`config.mk`:
```
export PLATFORM = sky130hd
export DESIGN_NAME = mdu_hilo_flat
export DESIGN_NICKNAME = d
export VERILOG_FILES = /design/src/rtl/mdu_pkg.sv /design/src/rtl/mdu_hilo_if.sv /design/src/rtl/mdu_step.sv /design/src/rtl/mdu_hilo.sv /design/src/flat_wrapper.sv
export SDC_FILE = /design/constraint.sdc
export NUM_CORES = 1
export LEC_CHECK = 0
export CORE_MARGIN = 2
export CORE_UTILIZATION = 54
export CTS_BUF_LIST = sky130_fd_sc_hd__clkbuf_4 sky130_fd_sc_hd__clkbuf_8
export DETAILED_ROUTE_END_ITERATION = 16
export PLACE_DENSITY = 0.85
export SLEW_MARGIN = 20
export SYNTH_ARGS = -nofsm -noshare
export SYNTH_HDL_FRONTEND = slang
export SYNTH_SLANG_ARGS = --single-unit
```
`constraint.sdc`:
```
create_clock -name clk -period 4.3 [get_ports clk]
set_input_delay 0.86 -clock clk [delete_from_list [all_inputs] [get_ports clk]]
set_output_delay 0.86 -clock clk [all_outputs]
set_load 0.005 [all_outputs]
```
`src/rtl/mdu_pkg.sv`:
```
// Shared encodings for the multiply/divide unit.
// Latency: n/a (declarations only).
// Backpressure: n/a.
package mdu_pkg;

    // Operation select on the op port. Bit 1 selects divide, bit 0 selects unsigned.
    typedef enum logic [1:0] {
        MDU_MULT  = 2'b00,
        MDU_MULTU = 2'b01,
        MDU_DIV   = 2'b10,
        MDU_DIVU  = 2'b11
    } mdu_op_e;

    typedef enum logic [1:0] {
        S_IDLE = 2'b00,
        S_RUN  = 2'b01,
        S_FIX  = 2'b10
    } mdu_state_e;

    // One iteration per operand bit.
    localparam int MDU_ITERS = 32;

endpackage

```
`src/rtl/mdu_hilo_if.sv`:
```
// Request/result bundle between the issue stage and the multiply/divide unit.
// Latency: n/a (wiring only).
// Backpressure: requester must watch busy; start is dropped while busy.
// master: start, op, rs_data, rt_data, hi_we, lo_we, wdata out; busy, done, div_zero, hi, lo in.
// slave : the reverse.
interface mdu_hilo_if #(
    parameter int WIDTH = 32
);
    logic             start;
    logic [1:0]       op;
    logic [WIDTH-1:0] rs_data;
    logic [WIDTH-1:0] rt_data;
    logic             hi_we;
    logic             lo_we;
    logic [WIDTH-1:0] wdata;
    logic             busy;
    logic             done;
    logic             div_zero;
    logic [WIDTH-1:0] hi;
    logic [WIDTH-1:0] lo;

    modport master (
        output start, op, rs_data, rt_data, hi_we, lo_we, wdata,
        input  busy, done, div_zero, hi, lo
    );

    modport slave (
        input  start, op, rs_data, rt_data, hi_we, lo_we, wdata,
        output busy, done, div_zero, hi, lo
    );
endinterface

```
`src/rtl/mdu_step.sv`:
```
// One combinational iteration of shift-add multiply or restoring divide.
// Latency: combinational.
// Backpressure: none; the caller decides when to register acc_nxt.
// Ports: acc (2*WIDTH+1 accumulator), opnd (multiplicand or divisor), is_div (mode),
//        acc_nxt (next accumulator, quotient LSB left zero), q_bit (new quotient bit).
module mdu_step #(
    parameter int WIDTH = 32
) (
    input  logic [2*WIDTH:0]  acc,
    input  logic [WIDTH-1:0]  opnd,
    input  logic              is_div,
    output logic [2*WIDTH:0]  acc_nxt,
    output logic              q_bit
);

    logic [WIDTH:0] mul_sum;
    logic [WIDTH:0] div_shift;
    logic [WIDTH:0] div_trial;

    // Multiply layout: acc = {partial_upper[WIDTH:0], multiplier/low product[WIDTH-1:0]}.
    // Divide layout:   acc = {unused, remainder[WIDTH-1:0], dividend/quotient[WIDTH-1:0]}.
    always_comb begin
        mul_sum   = acc[2*WIDTH:WIDTH] + (acc[0] ? {1'b0, opnd} : {(WIDTH+1){1'b0}});
        div_shift = {acc[2*WIDTH-1:WIDTH], acc[WIDTH-1]};
        div_trial = div_shift - {1'b0, opnd};
        q_bit     = 1'b0;
        acc_nxt   = '0;
        if (is_div) begin
            // Remainder stays below the divisor, so the trial's top bit is a clean borrow.
            q_bit   = ~div_trial[WIDTH];
            acc_nxt = {(q_bit ? div_trial : div_shift), acc[WIDTH-2:0], 1'b0};
        end else begin
            acc_nxt = {1'b0, mul_sum, acc[WIDTH-1:1]};
        end
    end

endmodule

```
`src/rtl/mdu_hilo.sv`:
```
// Iterative multiply/divide unit owning the architectural HI/LO registers.
// Latency: 33 edges from accept to done (1 edge for divide by zero).
// Backpressure: busy high while an op runs; start and MTHI/MTLO are ignored then.
// Ports: clk, rst_n (sync, active low), bus (mdu_hilo_if.slave: request in, HI/LO/status out).
module mdu_hilo
    import mdu_pkg::*;
#(
    parameter int WIDTH = 32,
    parameter int ITERS = MDU_ITERS   // must equal WIDTH
) (
    input logic        clk,
    input logic        rst_n,
    mdu_hilo_if.slave  bus
);

    localparam int CW = $clog2(ITERS);

    mdu_state_e       state;
    logic             is_div_r;
    logic             neg_res;     // result (product or quotient) needs negating
    logic             neg_rem;     // remainder takes the dividend's sign
    logic             dz_r;        // current op is a divide by zero
    logic [WIDTH-1:0] opnd;
    logic [2*WIDTH:0] acc;
    logic [CW-1:0]    count;
    logic [WIDTH-1:0] hi_r;
    logic [WIDTH-1:0] lo_r;
    logic             busy_r;
    logic             done_r;
    logic             dz_flag;

    logic             in_signed;
    logic             rs_neg;
    logic             rt_neg;
    logic [WIDTH-1:0] rs_mag;
    logic [WIDTH-1:0] rt_mag;
    logic [2*WIDTH:0] step_acc;
    logic             step_q;
    logic [2*WIDTH-1:0] prod_fix;
    logic [WIDTH-1:0] quo_fix;
    logic [WIDTH-1:0] rem_fix;

    assign in_signed = ~bus.op[0];
    assign rs_neg    = in_signed & bus.rs_data[WIDTH-1];
    assign rt_neg    = in_signed & bus.rt_data[WIDTH-1];
    assign rs_mag    = rs_neg ? -bus.rs_data : bus.rs_data;
    assign rt_mag    = rt_neg ? -bus.rt_data : bus.rt_data;

    mdu_step #(.WIDTH(WIDTH)) u_step (
        .acc     (acc),
        .opnd    (opnd),
        .is_div  (is_div_r),
        .acc_nxt (step_acc),
        .q_bit   (step_q)
    );

    // Sign fix-up on the magnitude result. 0x8000_0000 / -1 wraps naturally to 0x8000_0000.
    assign prod_fix = neg_res ? -acc[2*WIDTH-1:0]     : acc[2*WIDTH-1:0];
    assign quo_fix  = neg_res ? -acc[WIDTH-1:0]       : acc[WIDTH-1:0];
    assign rem_fix  = neg_rem ? -acc[2*WIDTH-1:WIDTH] : acc[2*WIDTH-1:WIDTH];

    always_ff @(posedge clk) begin
        if (!rst_n) begin
            state    <= S_IDLE;
            is_div_r <= 1'b0;
            neg_res  <= 1'b0;
            neg_rem  <= 1'b0;
            dz_r     <= 1'b0;
            opnd     <= '0;
            acc      <= '0;
            count    <= '0;
            hi_r     <= '0;
            lo_r     <= '0;
            busy_r   <= 1'b0;
            done_r   <= 1'b0;
            dz_flag  <= 1'b0;
        end else begin
            done_r <= 1'b0;
            case (state)
                S_IDLE: begin
                    if (bus.start) begin
                        // start has priority; a concurrent MTHI/MTLO is dropped
                        is_div_r <= bus.op[1];
                        neg_res  <= rs_neg ^ rt_neg;
                        neg_rem  <= rs_neg;
                        dz_flag  <= 1'b0;
                        count    <= '0;
                        busy_r   <= 1'b1;
                        if (bus.op[1] && (bus.rt_data == '0)) begin
                            // keep the raw dividend: it becomes HI unmodified
                            dz_r  <= 1'b1;
                            opnd  <= '0;
                            acc   <= {{(WIDTH+1){1'b0}}, bus.rs_data};
                            state <= S_FIX;
                        end else begin
                            dz_r  <= 1'b0;
                            opnd  <= bus.op[1] ? rt_mag : rs_mag;
                            acc   <= {{(WIDTH+1){1'b0}}, (bus.op[1] ? rs_mag : rt_mag)};
                            state <= S_RUN;
                        end
                    end else begin
                        if (bus.hi_we) hi_r <= bus.wdata;
                        if (bus.lo_we) lo_r <= bus.wdata;
                    end
                end
                S_RUN: begin
                    acc <= step_acc | {{(2*WIDTH){1'b0}}, step_q};
                    if (count == CW'(ITERS-1)) begin
                        state <= S_FIX;
                    end else begin
                        count <= count + 1'b1;
                    end
                end
                S_FIX: begin
                    if (dz_r) begin
                        lo_r    <= '1;
                        hi_r    <= acc[WIDTH-1:0];
                        dz_flag <= 1'b1;
                    end else if (is_div_r) begin
                        lo_r <= quo_fix;
                        hi_r <= rem_fix;
                    end else begin
                        {hi_r, lo_r} <= prod_fix;
                    end
                    done_r <= 1'b1;
                    busy_r <= 1'b0;
                    state  <= S_IDLE;
                end
                default: state <= S_IDLE;
            endcase
        end
    end

    assign bus.busy     = busy_r;
    assign bus.done     = done_r;
    assign bus.div_zero = dz_flag;
    assign bus.hi       = hi_r;
    assign bus.lo       = lo_r;

endmodule

```
`src/flat_wrapper.sv`:
```
// flat-port wrapper written by rule: the top's interface ports become plain ports
module mdu_hilo_flat import mdu_pkg::*;
#(
    parameter int WIDTH = 32,
    parameter int ITERS = MDU_ITERS                      
)
  (clk, rst_n, bus_start, bus_op, bus_rs_data, bus_rt_data, bus_hi_we, bus_lo_we, bus_wdata, bus_busy, bus_done, bus_div_zero, bus_hi, bus_lo);
  mdu_hilo_if #(.WIDTH(WIDTH)) bus_i ();
  input logic clk;
  input logic rst_n;
  input wire logic [$bits(bus_i.start)-1:0] bus_start;
  input wire logic [$bits(bus_i.op)-1:0] bus_op;
  input wire logic [$bits(bus_i.rs_data)-1:0] bus_rs_data;
  input wire logic [$bits(bus_i.rt_data)-1:0] bus_rt_data;
  input wire logic [$bits(bus_i.hi_we)-1:0] bus_hi_we;
  input wire logic [$bits(bus_i.lo_we)-1:0] bus_lo_we;
  input wire logic [$bits(bus_i.wdata)-1:0] bus_wdata;
  output wire logic [$bits(bus_i.busy)-1:0] bus_busy;
  output wire logic [$bits(bus_i.done)-1:0] bus_done;
  output wire logic [$bits(bus_i.div_zero)-1:0] bus_div_zero;
  output wire logic [$bits(bus_i.hi)-1:0] bus_hi;
  output wire logic [$bits(bus_i.lo)-1:0] bus_lo;
  assign bus_i.start = bus_start;
  assign bus_i.op = bus_op;
  assign bus_i.rs_data = bus_rs_data;
  assign bus_i.rt_data = bus_rt_data;
  assign bus_i.hi_we = bus_hi_we;
  assign bus_i.lo_we = bus_lo_we;
  assign bus_i.wdata = bus_wdata;
  assign bus_busy = bus_i.busy;
  assign bus_done = bus_i.done;
  assign bus_div_zero = bus_i.div_zero;
  assign bus_hi = bus_i.hi;
  assign bus_lo = bus_i.lo;
  mdu_hilo #(.WIDTH(WIDTH), .ITERS(ITERS)) u_core (.clk(clk), .rst_n(rst_n), .bus(bus_i));
endmodule
```
== After elaboration in Yosys (flattened, before gate mapping) ==
Cells that the tools add are included.
Storage, ports and cells
  flip-flop bits (word level): 175
  bits of input ports: 103
  output and inout bits: 67
Cells by class
  add/sub/neg operators: 8
  equality and inequality tests: 10
  multiplexer cells: 39
  bitwise gates (word level): 6
  reduce and logical (&&, ||, !) cells: 13
Operator list (number)
  32-bit 2-to-1 mux: 17
  65-bit 2-to-1 mux: 2
  65-bit case mux with 2 select lines: 1
  32-bit negator: 4
  32-bit case mux with 2 select lines: 2
  65-bit by 1-bit bitwise OR with 65-bit output: 1
  64-bit 2-to-1 mux: 1
  64-bit negator: 1
  33-bit adder: 1
  33-bit 2-to-1 mux: 1
  33-bit by 32-bit subtractor with 33-bit output: 1
  32-bit logical NOT: 1
  3-bit AND reduction: 4
  5-bit 2-to-1 mux: 2
  2-bit inequality test, second input constant: 5
  5-bit case mux with 2 select lines: 1
  2-bit AND reduction: 4
  1-bit 2-to-1 mux: 6
  2-bit 2-to-1 mux: 3
  5-bit by 1-bit adder with 5-bit output, second input constant: 1
  5-bit == test, second input constant: 1
  2-bit by 1-bit inequality test with 1-bit output, second input constant: 2
  1-bit case mux with 2 select lines: 2
  2-bit case mux with 2 select lines: 1
  8 further kinds: 11

== Longest topological paths before layout ==
  word-level depth: 7
  mapped depth: 20
  depth with buffers taken out: 18

== Hierarchy ==
From an unflattened synthesis, not the netlist that was laid out.
Unflattened totals
  cells, all modules: 2210
  area total of the unflattened synthesis: 16054.1 um2
By module, submodules not included
  mdu_hilo: times used 1, cells each 1576, area each 11542.3 um2
  mdu_step: times used 1, cells each 634, area each 4511.8 um2

== Least setup slack after synthesis ==
No wires, ideal clock.
  kind: register to register
  from: register u_core.acc[44]
  to: register u_core.acc[56]
  arrival time: 4096 ps
  data required time: 4168 ps
  slack: 72 ps
  cell stages (with the launch flop): 18
  period minus slack after synthesis: 4228 ps
  path through: dfxtp_1 > ha_1 > clkbuf_1 > a211oi_1 > o21ai_0 > a221o_1 > a21oi_1 > o31ai_1 > a221o_1 > o21a_1 > o21ai_0 > a21oi_1 > ha_1 > clkbuf_1 > buf_1 > mux2_2 > a22oi_1 > a21oi_1
On the way
  word-level cells in the longest chain between the ends: 5
  elaborated cells on any way between the ends: 6
  those cells by class: 2 x add/sub; 3 x mux; 1 x bitwise
RTL lines
  start, declared: RTL line mdu_hilo.sv:24  | logic [2*WIDTH:0] acc;
  start signal, assigned: RTL line mdu_hilo.sv:93  | acc <= {{(WIDTH+1){1'b0}}, bus.rs_data};
  start signal, assigned: RTL line mdu_hilo.sv:98  | acc <= {{(WIDTH+1){1'b0}}, (bus.op[1] ? rs_mag : rt_mag)};
  start signal, assigned: RTL line mdu_hilo.sv:107  | acc <= step_acc | {{(2*WIDTH){1'b0}}, step_q};
  33-bit by 32-bit subtractor with 33-bit output: RTL line mdu_step.sv:25  | div_trial = div_shift - {1'b0, opnd};
  33-bit 2-to-1 mux: RTL line mdu_step.sv:31  | acc_nxt = {(q_bit ? div_trial : div_shift), acc[WIDTH-2:0], 1'b0};
  65-bit 2-to-1 mux (*): RTL line mdu_step.sv:28  | if (is_div) begin
  65-bit by 1-bit bitwise OR with 65-bit output (*): RTL line mdu_hilo.sv:107
  65-bit case mux with 2 select lines (*): RTL line mdu_hilo.sv:79  | case (state)
Every way passes the cells marked *; elsewhere a longest branch is shown, timed or not.
A chain may end at the register's enable or synchronous reset.

== Final worst setup path ==
  from: register u_core.acc[0]
  to: register u_core.acc[61]
On the way
  word-level cells in the longest chain between the ends: 5
RTL lines
  32-bit 2-to-1 mux: RTL line mdu_step.sv:23  | mul_sum = acc[2*WIDTH:WIDTH] + (acc[0] ? {1'b0, opnd} : {(WIDTH+1){1'b0}});
  33-bit adder: RTL line mdu_step.sv:23
  65-bit 2-to-1 mux: RTL line mdu_step.sv:28
  65-bit by 1-bit bitwise OR with 65-bit output: RTL line mdu_hilo.sv:107
  65-bit case mux with 2 select lines: RTL line mdu_hilo.sv:79
No other way between the ends.

==> flow_metrics.tcl <==
set metrics [dict create \
    status "finished, final reports clean" \
    grt_max_degree 69 \
    finalSetupViolCount 0 \
    pwr_density_cell_nw_per_um2 342 \
    synth_top_cell_by_area "dfxtp_1" \
    syn_area_per_cell_um2 7.15 \
    synth_edf_count 0 \
    post_cts_buffers 0 \
    syn-num-nets 2318 \
    die_w_um 172 \
    dr.pass1.iters 10 \
    clk_root_buffer_cell "clkbuf_8" \
    grt_pass1_vias 16300 \
    initial_core_util_pct 55.0 \
    ys.flop_type "dfxtp_1" \
    synth-seq-cells 175 \
    grt_overflow 0 \
    grt_usage_pct 40.1 \
    cts_tree "built" \
    place_congestion 1.01 \
    ys_warn_count 0 \
    cts_hold_buf 0 \
    routed_wl_um 61200 \
    grt_pass1_wl_um 91800 \
    ir_drop_v 0.000209 \
    clock.fmax_mhz 244 \
    hpwlAfterDp_um 46300 \
    antenna_found_initial 1 \
    ys_seq_area_share_pct 22.9 \
    io_pins 170 \
    ys_types 81 \
    clockBufferDepth 2 \
    total_power_mw 6.22 \
    yosysTopAreaCellShare_pct 22.9 \
    final_area_um2 18200 \
    clock_sinks 175 \
    r2r-start "u_core.acc[0]$_SDFFE_PN0P_" \
    row_count 61 \
    nFillCells 2494 \
    drt_iter0_markers 2285 \
    cap_violations 0 \
    end_kind "register" \
    hp-class "register to register" \
    syn2layout_area_growth_pct 18.6 \
    core_um2 27900 \
    drtAntennaViolNets 0 \
    crit_path_start "u_core.acc[0]$_SDFFE_PN0P_" \
    die_h_um 172 \
    drive_gt1_share_pct 8.73 \
    hold_violations 0 \
    layout_worst_path_cycle_share_pct 95.2 \
    clk_latency_ns 0.52 \
    fin_util_pct 65.2 \
    cts.reportedPaths.clkPinSlew_ns 0.13 \
    nets 2453 \
    fin_worst_skew_ns 0.0268 \
    worst_slew_pin_slew_ns 0.940 \
    portBuffers 169 \
    antenna_cells 0 \
    syn-cell-area_um2 15300 \
    via_per_inst 6.70 \
    num_vias 17900 \
    dieArea_um2 29700 \
    finalCriticalPeriod_ns 4.10 \
    hold_start "u_core.bus.hi[23]$_SDFFE_PN0P_" \
    post_synth_inst_count 2142 \
    drc 0 \
    yosys-top-cells-count "nand2_1 (239), o21ai_0 (221), nor2_1 (202)" \
    crit_arrival_ns 4.52 \
    wl_per_cell_um 22.9 \
    placed_area_um2 17700 \
    crit_fanout 6 \
    worstSetupPathType "register to register" \
    maxSlewHeadroom_pct 37.2 \
    synth-async-reset-ratio_pct 0 \
    synth.most_common_cell "nand2_1" \
    cts_htree_levels 4 \
    leakagePower_nw 7.09 \
    yosys-top-cells-area "dfxtp_1 (23%), o21ai_0 (7.2%), a21oi_1 (6.0%)" \
    cts-buffers-inserted 17 \
    maxSlewViolCount 0 \
    critical_path_required_ns 4.72 \
    crit_path_start_kind "register" \
]
[final timing paths]
path | endpoint | slack [ns] | cells after the start
worst min register to register | u_core.bus.hi[23]$_SDFFE_PN0P_ | 0.49 | 2
worst max-delay path | u_core.acc[61]$_SDFFE_PN0P_ | 0.20 | 15
worst min-delay path | u_core.bus.hi[23]$_SDFFE_PN0P_ | 0.49 | 2
worst max register to register | u_core.acc[61]$_SDFFE_PN0P_ | 0.20 | 15
[metal layers]
| metal | up-vias | track usage [%] | share of wire, % |
|---|---|---|---|
| met3 | 247 | 9.50 | 13 |
| met2 | 1289 | 61.8 | 43 |
| met1 | 8229 | 50.4 | 37 |
| met5 | - | 0 | 0.021 |
| met4 | 2 | 24.7 | 6.8 |
| li1 | 8105 | - | - |
[critical path, stage by stage (launching register included)]
cell and delay, ns:
dfxtp_1 0.49, buf_4 0.21, and2_1 0.13, ha_1 0.19, inv_1 0.07, fa_1 0.40
nand2b_1 0.19, a21oi_1 0.29, o211ai_1 0.21, a21boi_0 0.25, o21ai_0 0.24, a2111oi_1 0.57
buf_4 0.22, o31a_1 0.14, o211ai_1 0.12, a32o_1 0.27
[per-stage QoR]
| stage | setup TNS [ns] | worst slack (ns) | instances | hold WS (ns) |
|---|---|---|---|---|
| 2_1_floorplan | 0 | 0.0720 | 2142 | 0.436 |
| 3_3_place_gp | 0 | 0.232 | 2636 | 0.463 |
| 3_5_place_dp | 0 | 0.132 | 2636 | 0.471 |
| 4_1_cts | 0 | 0.103 | 2668 | 0.494 |
| 5_1_grt | -0.0162 | -0.0141 | 2668 | 0.515 |
| 6_report | 0 | 0.205 | 2668 | 0.494 |
[cells in the final DEF (no fill, tap or decap), drive strengths merged, types with 18 or more instances in the layout]
master         count
xor2              70
mux2              26
nand2b            27
nor2             202
clkdlybuf4s50    167
a211oi            35
nand2            239
o211ai            40
nor4              22
inv               83
buf              101
or4               18
o31ai             26
a31oi             42
or3               20
o21ai            227
nand3             45
mux2i             29
xnor2             95
dfxtp            175
nor3              49
ha                71
a21o              29
a21oi            184
[repair_timing]
action,in CTS,in global routing
gates resized for setup,0,13
endpoints found under the setup margin,0,14
hold endpoints to repair,0,0
[layout make-up]
class	count	area, um^2	area share [%]
well taps	378	473	2.60
clock buffers	17	234	1.29
multi-input cells	1742	11000	60.7
flip-flops and latches	175	3500	19.3
repair buffers	268	2440	13.4
clock inverters	15	215	1.18
inverters	73	274	1.51
[registers in the layout, summed over array words and instances, names as in the netlist]
signal               cells
u_core.bus.done          1
u_core.neg_res           1
u_core.neg_rem           1
u_core.bus.busy          1
u_core.count             5
u_core.opnd             32
u_core.bus.lo           32
u_core.bus.div_zero      1
u_core.acc              65
u_core.dz_r              1
u_core.bus.hi           32
u_core.state             2
u_core.is_div_r          1
[where the power goes]
| part | total [mW] | internal, mW | switching, mW |
|---|---|---|---|
| clock | 1.31 | 0.476 | 0.838 |
| combinational | 2.92 | 1.14 | 1.77 |
| sequential | 1.98 | 1.79 | 0.196 |
| total | 6.22 | 3.41 | 2.81 |
[cells by family after synthesis]
| logic type | count (synthesis) | share of synthesized area, % |
|---|---|---|
| AO/OA/AOI/OAI | 754 | 31.2 |
| XOR/XNOR | 165 | 9.44 |
| adder cells (fa/ha/maj) | 73 | 6.06 |
| buffers and inverters | 225 | 5.62 |
| flip-flops | 175 | 22.9 |
| multiplexers | 55 | 3.81 |
| AND/OR/NAND/NOR | 695 | 21.0 |
Note: power is estimated with default switching activity, not from simulation.
